--- config.mk ---
export PLATFORM = sky130hd
export DESIGN_NAME = eth_reg_arbiter
export DESIGN_NICKNAME = d
export VERILOG_FILES = /design/src/rtl/eth_reg_arbiter_pkg.sv /design/src/rtl/eth_reg_mux.sv /design/src/rtl/eth_reg_arbiter.sv
export SDC_FILE = /design/constraint.sdc
export NUM_CORES = 1
export LEC_CHECK = 0
export BUFFER_PORTS_ARGS = -buffer_cell sky130_fd_sc_hd__buf_2
export CORE_AREA = 2 2 92 94
export CTS_BUF_LIST = sky130_fd_sc_hd__clkbuf_4 sky130_fd_sc_hd__clkbuf_8 sky130_fd_sc_hd__clkbuf_16
export DETAILED_ROUTE_END_ITERATION = 12
export DIE_AREA = 0 0 94 96
export GPL_ROUTABILITY_DRIVEN = 0
export SYNTH_ARGS = -nofsm -noshare
export SYNTH_HDL_FRONTEND = slang
export SYNTH_HIERARCHICAL = 1
export SYNTH_SLANG_ARGS = --single-unit
--- constraint.sdc ---
create_clock -name sysclk -period 2.39 [get_ports sysclk]
set_input_delay 0.239 -clock sysclk [delete_from_list [all_inputs] [get_ports sysclk]]
set_output_delay 0.239 -clock sysclk [all_outputs]
set_load 0.01 [all_outputs]
--- src/rtl/eth_reg_arbiter_pkg.sv ---
// Shared constants, state encoding and RegIO bundle type for the KSZ8851 register-bus arbiter.
package eth_reg_arbiter_pkg;

   localparam int unsigned N_REQ  = 3;
   localparam int unsigned OFS_W  = 8;
   localparam int unsigned DAT_W  = 16;
   localparam int unsigned MST_W  = 2;
   localparam int unsigned RST_W  = 4;
   localparam int unsigned CNT_W  = 8;

   localparam logic [MST_W-1:0] MASTER_INIT  = 2'b00;
   localparam logic [MST_W-1:0] MASTER_TRANS = 2'b01;
   localparam logic [MST_W-1:0] MASTER_RECV  = 2'b10;
   localparam logic [MST_W-1:0] MASTER_IDLE  = 2'b11;

   localparam logic [RST_W-1:0] REG_IDLE = 4'd0;

   localparam int unsigned REQ_INIT  = 0;
   localparam int unsigned REQ_TRANS = 1;
   localparam int unsigned REQ_RECV  = 2;

   typedef enum logic [1:0] {
      ST_IDLE  = 2'd0,
      ST_BUSY  = 2'd1,
      ST_DRAIN = 2'd2
   } arb_state_t;

   // Everything RegIO needs for one command, as presented by one requester.
   typedef struct packed {
      logic [OFS_W-1:0] offset;
      logic             length;
      logic             wr;
      logic [DAT_W-1:0] wdata;
      logic             newcmd;
      logic             dummy_wr;
      logic             dummy_rd;
   } regio_bus_t;

   localparam regio_bus_t REGIO_IDLE = '{
      offset: '0, length: 1'b1, wr: 1'b0, wdata: '0,
      newcmd: 1'b0, dummy_wr: 1'b0, dummy_rd: 1'b0
   };

endpackage

--- src/rtl/eth_reg_mux.sv ---
// Combinational select of the RegIO command bundle by master code; code 11 gives the idle bundle.
module eth_reg_mux
   import eth_reg_arbiter_pkg::*;
(
   input  logic [MST_W-1:0] master,
   input  regio_bus_t       bus_init,
   input  regio_bus_t       bus_trans,
   input  regio_bus_t       bus_recv,
   output regio_bus_t       bus_out
);

   // Four-way select; unknown/idle codes fall back to the idle bundle.
   always_comb begin
      bus_out = REGIO_IDLE;
      case (master)
         MASTER_INIT:  bus_out = bus_init;
         MASTER_TRANS: bus_out = bus_trans;
         MASTER_RECV:  bus_out = bus_recv;
         default:      bus_out = REGIO_IDLE;
      endcase
   end

endmodule

--- src/rtl/eth_reg_arbiter.sv ---
// Request/grant arbiter sharing the KSZ8851 RegIO engine among init, transmit and receive,
// with init-first gating, transmit/receive round robin and a stalled-grantee watchdog.
module eth_reg_arbiter
   import eth_reg_arbiter_pkg::*;
#(
   parameter int unsigned TIMEOUT_CYC = 4096,
   parameter int unsigned TO_W        = 13
) (
   input  logic                   sysclk,
   input  logic                   reset,
   input  logic                   init_done,
   input  logic [N_REQ-1:0]       req,
   output logic [N_REQ-1:0]       grant,
   output logic [MST_W-1:0]       master,
   input  logic [N_REQ*OFS_W-1:0] offset_i,
   input  logic [N_REQ-1:0]       length_i,
   input  logic [N_REQ-1:0]       wr_i,
   input  logic [N_REQ-1:0]       newcmd_i,
   input  logic [N_REQ*DAT_W-1:0] wdata_i,
   input  logic                   dummy_wr_i,
   input  logic                   dummy_rd_i,
   output logic [OFS_W-1:0]       offset,
   output logic                   length,
   output logic                   WR,
   output logic [DAT_W-1:0]       writeData,
   output logic                   NewCommand,
   output logic                   Dummy_Write,
   output logic                   Dummy_Read,
   input  logic [RST_W-1:0]       reg_state,
   output logic                   timeout_err,
   output logic [CNT_W-1:0]       timeout_cnt
);

   localparam logic [N_REQ-1:0] ELIG_PRE  = 3'b001;
   localparam logic [N_REQ-1:0] ELIG_POST = 3'b110;
   localparam logic [TO_W-1:0]  WD_LAST   = TO_W'(TIMEOUT_CYC - 1);

   arb_state_t        state_q, state_d;
   logic [N_REQ-1:0]  grant_q, grant_d;
   logic [MST_W-1:0]  master_q, master_d;
   logic              rr_recv_q, rr_recv_d;
   logic [TO_W-1:0]   wd_q, wd_d;
   logic              init_q;
   logic [N_REQ-1:0]  mask_q, mask_set;
   logic              fire;
   logic              to_err_q;
   logic [CNT_W-1:0]  to_cnt_q;

   logic [N_REQ-1:0]  elig;
   logic [MST_W-1:0]  pick;
   logic              g_req;
   logic              activity;
   logic              busy;
   regio_bus_t        bus_init, bus_trans, bus_recv, bus_sel;

   // Unpack each requester's command fields; only the owner of a dummy strobe carries it.
   always_comb begin
      bus_init  = '{offset: offset_i[OFS_W*REQ_INIT +: OFS_W], length: length_i[REQ_INIT],
                    wr: wr_i[REQ_INIT], wdata: wdata_i[DAT_W*REQ_INIT +: DAT_W],
                    newcmd: newcmd_i[REQ_INIT], dummy_wr: 1'b0, dummy_rd: 1'b0};
      bus_trans = '{offset: offset_i[OFS_W*REQ_TRANS +: OFS_W], length: length_i[REQ_TRANS],
                    wr: wr_i[REQ_TRANS], wdata: wdata_i[DAT_W*REQ_TRANS +: DAT_W],
                    newcmd: newcmd_i[REQ_TRANS], dummy_wr: dummy_wr_i, dummy_rd: 1'b0};
      bus_recv  = '{offset: offset_i[OFS_W*REQ_RECV +: OFS_W], length: length_i[REQ_RECV],
                    wr: wr_i[REQ_RECV], wdata: wdata_i[DAT_W*REQ_RECV +: DAT_W],
                    newcmd: newcmd_i[REQ_RECV], dummy_wr: 1'b0, dummy_rd: dummy_rd_i};
   end

   eth_reg_mux u_mux (
      .master    (master_q),
      .bus_init  (bus_init),
      .bus_trans (bus_trans),
      .bus_recv  (bus_recv),
      .bus_out   (bus_sel)
   );

   // Next-state, grant selection and watchdog decisions.
   always_comb begin
      state_d   = state_q;
      grant_d   = grant_q;
      master_d  = master_q;
      rr_recv_d = rr_recv_q;
      wd_d      = '0;
      mask_set  = '0;
      fire      = 1'b0;

      elig = init_q ? (req & ~mask_q & ELIG_POST) : (req & ~mask_q & ELIG_PRE);

      pick = MASTER_TRANS;
      if (elig[REQ_INIT])                         pick = MASTER_INIT;
      else if (elig[REQ_TRANS] && elig[REQ_RECV]) pick = rr_recv_q ? MASTER_RECV : MASTER_TRANS;
      else if (elig[REQ_RECV])                    pick = MASTER_RECV;

      g_req = 1'b0;
      case (master_q)
         MASTER_INIT:  g_req = req[REQ_INIT];
         MASTER_TRANS: g_req = req[REQ_TRANS];
         MASTER_RECV:  g_req = req[REQ_RECV];
         default:      g_req = 1'b0;
      endcase

      activity = bus_sel.newcmd || (reg_state != REG_IDLE);

      case (state_q)
         ST_IDLE: begin
            if (|elig) begin
               state_d  = ST_BUSY;
               grant_d  = N_REQ'(3'b001 << pick);
               master_d = pick;
               if (pick == MASTER_RECV)  rr_recv_d = 1'b0;
               if (pick == MASTER_TRANS) rr_recv_d = 1'b1;
            end
         end
         ST_BUSY: begin
            if (!g_req) begin
               state_d = ST_DRAIN;
               grant_d = '0;
            end else if (activity) begin
               wd_d = '0;
            end else if (wd_q == WD_LAST) begin
               state_d  = ST_DRAIN;
               grant_d  = '0;
               mask_set = grant_q;
               fire     = 1'b1;
            end else begin
               wd_d = wd_q + TO_W'(1);
            end
         end
         ST_DRAIN: begin
            if (reg_state == REG_IDLE) begin
               state_d  = ST_IDLE;
               master_d = MASTER_IDLE;
            end
         end
         default: begin
            state_d  = ST_IDLE;
            grant_d  = '0;
            master_d = MASTER_IDLE;
         end
      endcase
   end

   // State, grant, pointer, watchdog, mask and revocation bookkeeping.
   always_ff @(posedge sysclk or negedge reset) begin
      if (!reset) begin
         state_q   <= ST_IDLE;
         grant_q   <= '0;
         master_q  <= MASTER_IDLE;
         rr_recv_q <= 1'b1;
         wd_q      <= '0;
         init_q    <= 1'b0;
         mask_q    <= '0;
         to_err_q  <= 1'b0;
         to_cnt_q  <= '0;
      end else begin
         state_q   <= state_d;
         grant_q   <= grant_d;
         master_q  <= master_d;
         rr_recv_q <= rr_recv_d;
         wd_q      <= wd_d;
         init_q    <= init_q | init_done;
         mask_q    <= (mask_q & req) | mask_set;
         to_err_q  <= fire;
         if (fire && (to_cnt_q != {CNT_W{1'b1}})) to_cnt_q <= to_cnt_q + CNT_W'(1);
      end
   end

   // Strobes pass only while a grant is live; address/data follow the last master into drain.
   always_comb begin
      busy        = (state_q == ST_BUSY);
      grant       = grant_q;
      master      = master_q;
      offset      = bus_sel.offset;
      length      = bus_sel.length;
      WR          = bus_sel.wr;
      writeData   = bus_sel.wdata;
      NewCommand  = busy & bus_sel.newcmd;
      Dummy_Write = busy & bus_sel.dummy_wr;
      Dummy_Read  = busy & bus_sel.dummy_rd;
      timeout_err = to_err_q;
      timeout_cnt = to_cnt_q;
   end

endmodule

* After elaboration in Yosys (flattened, before gate mapping)
Cells that the tools add are included.
** Cells by class
- Add/sub/neg operators :: 2
- Shift-type cells :: 1
- Bitwise logic cells :: 10
- Reduce and logical (&&, ||, !) cells :: 13
- Equal/unequal tests :: 12
- Mux-type cells :: 35
** Operators by type and width (count)
- $pmux W29 S3 :: 1
- $mux W13 :: 4
- $mux W3 :: 9
- $mux W2 :: 11
- $add A13 B1 Y13 const B :: 1
- $eq A13 B12 Y1 const B :: 1
- $pmux W2 S3 :: 2
- $pmux W3 S3 :: 1
- $add A8 B1 Y8 const B :: 1
- $ne A8 B8 Y1 const B :: 1
- $reduce_and A4 Y1 :: 2
- $and A3 B3 Y3 :: 2
- $eq A2 B1 Y1 const B :: 3
- $eq A2 B2 Y1 const B :: 3
- $mux W1 :: 6
- $reduce_and A3 Y1 :: 2
- $logic_not A2 Y1 :: 2
- $logic_not A4 Y1 :: 1
- $ne A2 B2 Y1 const B :: 2
- $reduce_bool A4 Y1 :: 1
- $and A1 B1 Y1 :: 3
- $ne A3 B2 Y1 const B :: 1
- $ne A3 B3 Y1 const B :: 1
- $not A3 Y3 :: 1
- 9 further kinds :: 11
** Word-level totals
- Flip-flop bits (word level) :: 34
- Logic and storage cells :: 82
- Output and inout port bits :: 43
- Input bits :: 93

* Logic depth before layout (Yosys ltp)
- Depth in word-level cells :: 9
- Mapped depth :: 8
- Gate-level depth less buffers :: 8

* By module
Netlist, hierarchy kept.
** By module, submodules not included
- eth_reg_arbiter :: seq. area each 854.6 µm², cells an instance 156, area an instance 1675.4 µm², instances 1
- eth_reg_mux :: seq. area each 0.0 µm², cells an instance 70, area an instance 676.9 µm², instances 1

* Worst setup path before layout
No wires, ideal clock.
- Path kind :: flip-flop to flip-flop
- Start :: reg master_q[1], in the netlist master[1]
- End :: reg to_cnt_q[7], in the netlist timeout_cnt[7]
- Path slack :: 0.352 ns
- Cell stages (with the launch flop) :: 9
- Clock period less this slack :: 2.038 ns
- Path buffers :: 2
- Library setup time :: 0.079 ns
- Data required time :: 2.311 ns
- Data arrival time :: 1.959 ns
- Cells stage by stage :: dfstp_2 buf_6 buf_8 mux2i_1 o2bb2ai_1 nor2_1 nand4b_1 nor3_1 xor2_1
** RTL lines
- from (decl) :: RTL line eth_reg_arbiter.sv:40 : logic [MST_W-1:0] master_q, master_d;
- from (signal assigned) :: RTL line eth_reg_arbiter.sv:158 : master_q <= master_d;
- to (signal assigned) :: RTL line eth_reg_arbiter.sv:164 : if (fire && (to_cnt_q != {CNT_W{1'b1}})) to_cnt_q <= to_cnt_q + CNT_W'(1);
- to (decl) :: RTL line eth_reg_arbiter.sv:47 : logic [CNT_W-1:0] to_cnt_q;

==> metrics <==
outcome completed; P_leak ~1.7 nW; largest net degree at the start of global routing 35; worst skew pair latency around 0.29 ns; Area Growth Syn to Fin 36.0%; measured slew at the worst slew-check pin around 0.8 ns; Max Freq approximately 0.46 GHz; Synth Flop Type dfrtp_1; Buffers on Ports between 100 and 150; Mapped Area between 2000 and 2500 µm²; Reg-to-Reg Start wd_q[0]; Routed WL approximately 6800 µm; CP required 2.15 ns; CTS tree done; nets 462; Yosys cell types between 40 and 50; # clock sinks 34; post-synthesis compound-gate area fraction between 10% and 20%; Vias 2263; Die W roughly 94 µm; max cap viols 0; hpwl dp between 5000 and 6000 µm; total CTS buffers 5; dpl cells between 400 and 500; post-layout min period about 2.2 ns; Setup Fix Bufs, Post-CTS 0; Seq/Total Area, Yosys between 30% and 40%; final core utilization 39.7%; fin crit share approximately 90%; Slew HR 46.7%; vias in the first global route approximately 2100; post-layout instance area approximately 3200 µm²; # resized after CTS 0; wire per inst roughly 14 µm; ANT cells 0; die area roughly 9000 µm²; H-tree levels 2; XOR/XNOR share of the synthesized area roughly 6.0%; WS Path Type reg -> out; R2R depth 6; ys async rst share 100%; most common cell after layout, fill and taps aside buf_2; Placed Area 3080 µm²; unrepaired setup endpoints after global routing false; commonest cells after routing, fill and taps aside buf_2 (135), mux2i_1 (33), dfrtp_1 (31), o2bb2ai_1 (28), nor2_1 (18); adder-cell share of the synthesized area under 10%; final hold vios 0; Vias/cell 4.81; post-route worst setup slack approximately 0.21 ns; peak supply drop roughly 0.23 mV; wire length of the first global-routing pass 10500 µm; Initial Utilization ~29%; flop-to-flop setup slack approximately 0.23 ns; setup tns final 0 ns; Synth Instances 226; first-pass detailed-route iteration total 6; EDFF count, synth 0; Root Buffer clkbuf_8; Worst EP arrival ~1.9 ns; row cnt 33; GRT Total Usage approximately 15%; crit-path max FO 27; pre-CTS WS 0.240 ns; layout cell share with drive strength beyond 1 between 40% and 50%; multiplexer area fraction after synthesis ~15%; main combinational cell family by area after synthesis simple AND/OR/NAND/NOR gates; FF-to-FF End timeout_cnt[6]; DRC violation total after the first TritonRoute iteration slightly above 80; DR DRC count 0; initial antenna violation count 0; hold crit path type in -> async; IO Count around 140; antenna-violating nets left 0; clock slew at reported path FFs around 0.08 ns; hold bufs inserted after CTS 0; Pins Over Slew Limit 0; grt ovf 0; pwr/cell area ~800 nW/µm²; synthesized flop and latch total 34; Die Height approximately 96 µm; Non-Filler Instances 470; core area 8050 µm²; Synth Area in Simple Gates approximately 18%; yosys warns 6; startpoint types flop; Syn Area/Cell around 10 µm²; Worst setup EP type output port; CTS max path bufs 2; final setup skew roughly 0.0096 ns; final setup violation count 0
## stage by stage
stage	power, mW	hold slack, ns
floorplan	1.72	-0.0566
global placement	2.06	0.354
detailed placement	2.07	0.357
CTS	2.60	0.0453
global route	2.74	0.0829
finish	2.57	0.0334
## layout make-up
type / instances / area, µm²
fill: 835 / 4850
multi-input combinational: 181 / 1380
sequential: 34 / 855
timing repair buffer: 139 / 706
tap: 105 / 131
clock buffer: 5 / 68.8
clock inverter: 3 / 45.0
inverter: 3 / 11.3
## power by group
part           internal (mW)  switching [mW]
registers              0.650          0.0889
logic                  0.603           0.695
clock network          0.310           0.223
total                   1.56            1.01
## synth_stat cells (2+ instances only)
cell type   n  area [µm²]
mux2i_1    33         330
dfrtp_1    31         776
o2bb2ai_1  28         245
nor2_1     18        67.6
nand2_1    13        48.8
xor2_1     10        87.6
nand3_1     6        30.0
xnor2_1     6        52.6
and2_1      5        31.3
ha_1        5        62.6
nand2b_1    5        31.3
buf_6       4        45.0
nor3_1      4        20.0
o22a_1      4        35.0
a22o_1      3        26.3
and3_1      3        18.8
dfstp_2     3        78.8
inv_1       3        11.3
nand3b_1    3        22.5
nand4_1     3        18.8
o21ai_0     3        15.0
o21bai_1    3        22.5
a21oi_1     2        10.0
and4_1      2        17.5
buf_12      2        40.0
buf_2       2        10.0
clkbuf_1    2        7.51
mux2_2      2        22.5
nor2b_1     2        12.5
or4_4       2        22.5
## layer usage
metal	share of wire [%]	track usage [%]	up-vias
li1	-	-	1115
met1	42	16.9	1059
met2	50	27.8	85
met3	8.0	3.92	4
met4	0.50	2.54	0
met5	0	0	-
## worst max path at each step
stage,start,end,depth (start not counted)
2_1_floorplan,master[1],timeout_cnt[7],8
3_5_place_dp,wd_q[0],timeout_cnt[6],6
3_3_place_gp,wd_q[0],timeout_cnt[6],6
6_report,master[1],Dummy_Read,5
5_1_grt,mask_q[1],rr_recv_q,8
4_1_cts,master[1],Dummy_Read,5
## registers in the layout, indices dropped and copies added (netlist names)
| signal | flops |
|---|---|
| timeout_cnt | 8 |
| grant | 3 |
| master | 2 |
| init_q | 1 |
| timeout_err | 1 |
| rr_recv_q | 1 |
| mask_q | 3 |
| wd_q | 13 |
| state_q | 2 |
## critical path: stages, from the launching register on
cell	delay [ns]
dfstp_2	0.68
buf_4	0.45
mux2i_1	0.14
o2bb2ai_1	0.14
and2_1	0.12
buf_2	0.12
## logic make-up after synthesis
logic type,after synthesis
AND/OR/NAND/NOR,73
AO/OA/AOI/OAI,48
multiplexers,35
flip-flops,34
XOR/XNOR,16
buffers and inverters,14
adder cells (fa/ha/maj),5
other,1
Note: power is estimated with default switching activity, not from simulation.
